`config.mk`:
```
export PLATFORM = sky130hd
export DESIGN_NAME = rom_arbiter
export DESIGN_NICKNAME = d
export VERILOG_FILES = /design/src/rtl/rom_arb_pkg.sv /design/src/rtl/rom_arb_rr.sv /design/src/rtl/rom_arbiter.sv
export SDC_FILE = /design/constraint.sdc
export NUM_CORES = 1
export LEC_CHECK = 0
export CORE_MARGIN = 2
export CORE_UTILIZATION = 45
export CTS_BUF_LIST = sky130_fd_sc_hd__clkbuf_8 sky130_fd_sc_hd__clkbuf_16
export CTS_CLUSTER_DIAMETER = 80
export CTS_CLUSTER_SIZE = 40
export DETAILED_ROUTE_END_ITERATION = 8
export PLACE_DENSITY = 0.84
export SETUP_SLACK_MARGIN = 0.4
export SKIP_LAST_GASP = 1
export SYNTH_ARGS = -nofsm -noshare
export SYNTH_HDL_FRONTEND = slang
export SYNTH_HIERARCHICAL = 1
export SYNTH_SLANG_ARGS = --single-unit
```
`constraint.sdc`:
```
create_clock -name clk -period 2.8 [get_ports clk]
set_input_delay 0.42 -clock clk [delete_from_list [all_inputs] [get_ports clk]]
set_output_delay 0.42 -clock clk [all_outputs]
set_load 0.01 [all_outputs]
```
`src/rtl/rom_arb_pkg.sv`:
```
// Shared constants for the ROM burst arbiter: default widths, requester IDs
// and FSM state encoding.
package rom_arb_pkg;

  localparam int unsigned ADDR_W_DEF = 3;
  localparam int unsigned DATA_W_DEF = 8;

  localparam logic ID_REQ0 = 1'b0;
  localparam logic ID_REQ1 = 1'b1;

  localparam logic [0:0] ST_IDLE  = 1'b0;
  localparam logic [0:0] ST_BURST = 1'b1;

endpackage

```
`src/rtl/rom_arb_rr.sv`:
```
// Two-way round-robin selector: on a tie the requester that did not win last
// time is chosen; a lone request always wins.
module rom_arb_rr
  import rom_arb_pkg::*;
(
  input  logic [1:0] req,
  input  logic       last_id,
  output logic [1:0] gnt
);

  always_comb begin
    gnt = '0;
    if (req[0] && (!req[1] || last_id == ID_REQ1)) begin
      gnt[0] = 1'b1;
    end else if (req[1]) begin
      gnt[1] = 1'b1;
    end
  end

endmodule

```
`src/rtl/rom_arbiter.sv`:
```
// Two-requester burst arbiter in front of a combinational ROM. A granted burst
// walks len+1 consecutive (wrapping) addresses; read data returns one cycle later.
module rom_arbiter
  import rom_arb_pkg::*;
#(
  parameter int unsigned ADDR_W = ADDR_W_DEF,
  parameter int unsigned DATA_W = DATA_W_DEF
) (
  input  logic              clk,
  input  logic              rst_n,
  input  logic              req0,
  input  logic              req1,
  input  logic [ADDR_W-1:0] addr0,
  input  logic [ADDR_W-1:0] addr1,
  input  logic [2:0]        len0,
  input  logic [2:0]        len1,
  output logic              gnt0,
  output logic              gnt1,
  output logic              rom_sel,
  output logic [ADDR_W-1:0] rom_addr,
  input  logic [DATA_W-1:0] rom_data,
  output logic [DATA_W-1:0] rd_data,
  output logic              rd_valid,
  output logic              rd_id,
  output logic              rd_last,
  output logic              busy
);

  logic [0:0]        state;
  logic [ADDR_W-1:0] beat_addr;
  logic [2:0]        beats_left;
  logic              owner;
  logic              last_id;
  logic [1:0]        rr_gnt;

  rom_arb_rr u_rr (
    .req     ({req1, req0}),
    .last_id (last_id),
    .gnt     (rr_gnt)
  );

  always_ff @(posedge clk or negedge rst_n) begin
    if (!rst_n) begin
      state      <= ST_IDLE;
      beat_addr  <= '0;
      beats_left <= '0;
      owner      <= ID_REQ0;
      last_id    <= ID_REQ1;
      gnt0       <= 1'b0;
      gnt1       <= 1'b0;
      rd_data    <= '0;
      rd_valid   <= 1'b0;
      rd_id      <= 1'b0;
      rd_last    <= 1'b0;
    end else begin
      gnt0     <= 1'b0;
      gnt1     <= 1'b0;
      rd_data  <= '0;
      rd_valid <= 1'b0;
      rd_id    <= 1'b0;
      rd_last  <= 1'b0;
      case (state)
        ST_IDLE: begin
          if (|rr_gnt) begin
            state      <= ST_BURST;
            gnt0       <= rr_gnt[0];
            gnt1       <= rr_gnt[1];
            owner      <= rr_gnt[1] ? ID_REQ1 : ID_REQ0;
            last_id    <= rr_gnt[1] ? ID_REQ1 : ID_REQ0;
            beat_addr  <= rr_gnt[1] ? addr1 : addr0;
            beats_left <= rr_gnt[1] ? len1 : len0;
          end
        end
        ST_BURST: begin
          // Capture the word addressed this cycle; it appears one cycle later.
          rd_data   <= rom_data;
          rd_valid  <= 1'b1;
          rd_id     <= owner;
          rd_last   <= (beats_left == 3'd0);
          beat_addr <= beat_addr + 1'b1;
          if (beats_left == 3'd0) begin
            state <= ST_IDLE;
          end else begin
            beats_left <= beats_left - 3'd1;
          end
        end
        default: state <= ST_IDLE;
      endcase
    end
  end

  assign rom_sel  = (state == ST_BURST);
  assign rom_addr = rom_sel ? beat_addr : '0;
  assign busy     = rom_sel | rd_valid;

endmodule

```
==> results.json <==
{
  "postRouteAntennaNets": 0,
  "cp-start-kind": "register",
  "rr_worst_depth": 6,
  "holdPathStages": 2,
  "crit_path_cell_trace": "or2_2 -> clkdlybuf4s50_1",
  "worstHoldStart": "last_id",
  "post_drt_via_cell_ratio": 4.63,
  "final_nets": 159,
  "slew_headroom": 0.734,
  "synth_top_area_cell": "dfrtp_1",
  "synthFlopType": "dfrtp_1",
  "cp.arrival_ns": 1.64,
  "clockRootBuffer": "clkbuf_8",
  "synth_area_um2": 1020,
  "met1_length_um": 857,
  "routabilityCongestion": 0.724,
  "worst_pin_slew_ns": 0.399,
  "setup_violations": 0,
  "clock_path_buffers": 2,
  "ys_seq_area_frac": 0.543,
  "dp_hpwl_um": 1470,
  "cp_data_required_time_ns": 2.38,
  "clk_pin_slew_worst_paths_ns": 0.07,
  "r2r-end": "beats_left[2]",
  "fp.dieH_um": 51.5,
  "drcViolationCount": 0,
  "cts_buffers": 3,
  "final-max-slew-violation-count": 0,
  "post-cts-setup-buffers": 0,
  "synthArstFlopShare": 1.00,
  "fp.dieW_um": 51.5,
  "path_class": "register to primary output",
  "drtIter0Drc": 3,
  "cts_tree": "yes",
  "overflow": 0,
  "grt.total_usage": 0.169,
  "clock_latency_ns": 0.25,
  "synth_top_area_share": 0.517,
  "fin_crit_sh": 0.736,
  "pin_count": 42,
  "final.setup_skew_ns": 0.00126,
  "grt_antenna_before_repair": 0,
  "rows": 17,
  "vias": 736,
  "critical_path_peak_fanout": 26,
  "hold_path_class": "register to register",
  "drive_above_1_share": 0.145,
  "io_buffers": 41,
  "cts_hold_buf": 0,
  "yosysWarnings": 6,
  "synth_cells": 87,
  "route.met2.wl_um": 924,
  "grt_max_degree": 27,
  "grt_pass1_wl_um": 3360,
  "leakagePower_uw": 0.000677,
  "cts-resized-gates": 0,
  "first_global_vias": 745,
  "syn_to_final_growth_pct": 48.9,
  "maxUsedRoutingLayer": "met3",
  "max_freq_mhz": 485,
  "critPathSlowestCell": "dfrtp_2",
  "routed_wl_um": 1930,
  "rr_startpoint": "last_id",
  "start_util": 0.468,
  "final_util": 0.697,
  "p_per_area_nw_per_um2": 909,
  "wl_met3_um": 148,
  "status": "finished, final reports clean",
  "end_kind": "primary output",
  "fin_crit_ns": 2.06,
  "core_um2": 2170,
  "syn_nets": 114,
  "hold_viol": 0,
  "synth_area_per_cell_um2": 11.7,
  "wl_per_cell_um": 12.1,
  "grt_setup_unrepaired": "no",
  "diodes": 0,
  "synth_edf_count": 0,
  "firstDrtPassIters": 2,
  "ir_drop_mv": 0.549,
  "synth_cell_types": 27,
  "maxCapViolCount": 0,
  "h-tree-depth": 1,
  "max_stage_delay_ns": 0.56,
  "holdPathEnd": "last_id",
  "ys_seq_elements": 22,
  "yosys-top-cells-area": "dfrtp_1 (52%), and2_1 (8.0%), mux2_2 (6.7%)",
  "dieArea_um2": 2650,
  "tns_ns": 0,
  "numClockSinks": 22,
  "regToRegSetupSlack_ns": 1.24
}
## worst max path at each step
stage            start           end  cells after the start
2_1_floorplan  last_id  beat_addr[1]                      6
3_3_place_gp   rom_sel   rom_addr[0]                      2
3_5_place_dp   rom_sel   rom_addr[0]                      2
4_1_cts        rom_sel   rom_addr[0]                      2
5_1_grt        rom_sel          busy                      2
6_report       rom_sel          busy                      2
## logic make-up (layout without fill, tap and decap cells)
logic type / after synthesis / count (layout) / share of synthesized area
AOI/OAI and AO/OA: 7 / 7 / 0.0493
xor gates and xnor gates: 2 / 2 / 0.0172
adders and majority gates: 3 / 3 / 0.0369
buffers and inverters: 9 / 53 / 0.0456
DFF: 22 / 22 / 0.543
muxes: 13 / 13 / 0.140
and+or+nand+nor: 31 / 31 / 0.168
## layout make-up
class | count | area [um^2]
fillers | 176 | 657
flip-flops and latches | 22 | 553
repair buffers | 44 | 433
multi-input cells | 56 | 418
clock buffers | 4 | 55.1
well taps | 28 | 35.0
inverters | 5 | 18.8
## metal layers
metal	GRT usage	vias up
met4	0.0395	0
met3	0.0230	0
li1	-	371
met1	0.211	332
met5	0	-
met2	0.310	33
## worst max-delay path: cells and delay by family, from the launching register on
family,cells,cell delay (ns)
flip-flops,1,0.56
AND/OR/NAND/NOR,1,0.35
buffers and inverters,1,0.48
## stage by stage
step / worst slack [ns] / total power (uW) / instance area (um^2) / cells / hold WS (ns)
after floorplan: 1.34 / 890 / 1020 / 87 / 0.124
after global placement: 0.849 / 1140 / 1460 / 155 / 0.451
after detailed placement: 0.807 / 1170 / 1460 / 155 / 0.460
after CTS: 0.517 / 1390 / 1510 / 159 / 0.479
after global routing: 0.657 / 1480 / 1510 / 159 / 0.506
final: 0.739 / 1380 / 1510 / 159 / 0.476
## cell usage in the layout (no fill, tap or decap)
cell type	n
dfrtp_1	20
o21ai_1	1
and2_1	13
nor3b_1	1
nand2b_1	2
a2111oi_2	1
nor2b_1	1
dfrtp_2	1
buf_4	3
inv_1	5
mux2_2	6
mux2i_1	6
xnor2_1	1
nor2b_2	1
o21ai_0	3
nand2_1	8
nor2_1	2
ha_1	3
clkbuf_8	4
clkdlybuf4s50_1	41
a21boi_1	1
or2_2	1
mux2_4	1
dfstp_2	1
xor2_1	1
nor3_1	2
a21boi_0	1
## cell usage after synthesis, types with 2 or more instances
master,n
and2_1,13
dfrtp_1,21
ha_1,3
inv_1,5
mux2_2,6
mux2i_1,6
nand2_1,8
nand2b_1,2
nor2_1,2
nor3_1,2
o21ai_0,3
## flip-flops by register name (all words and copies together), names as in the netlist
signal	flops
owner	1
rd_data	8
rd_last	1
beats_left	3
rom_sel	1
gnt0	1
rd_id	1
beat_addr	3
gnt1	1
last_id	1
rd_valid	1
## report_power, final
part / internal [uW] / switching (uW)
clock: 125 / 90.7
combinational: 388 / 231
sequential: 450 / 90.7
Note: power is estimated with default switching activity, not from simulation.
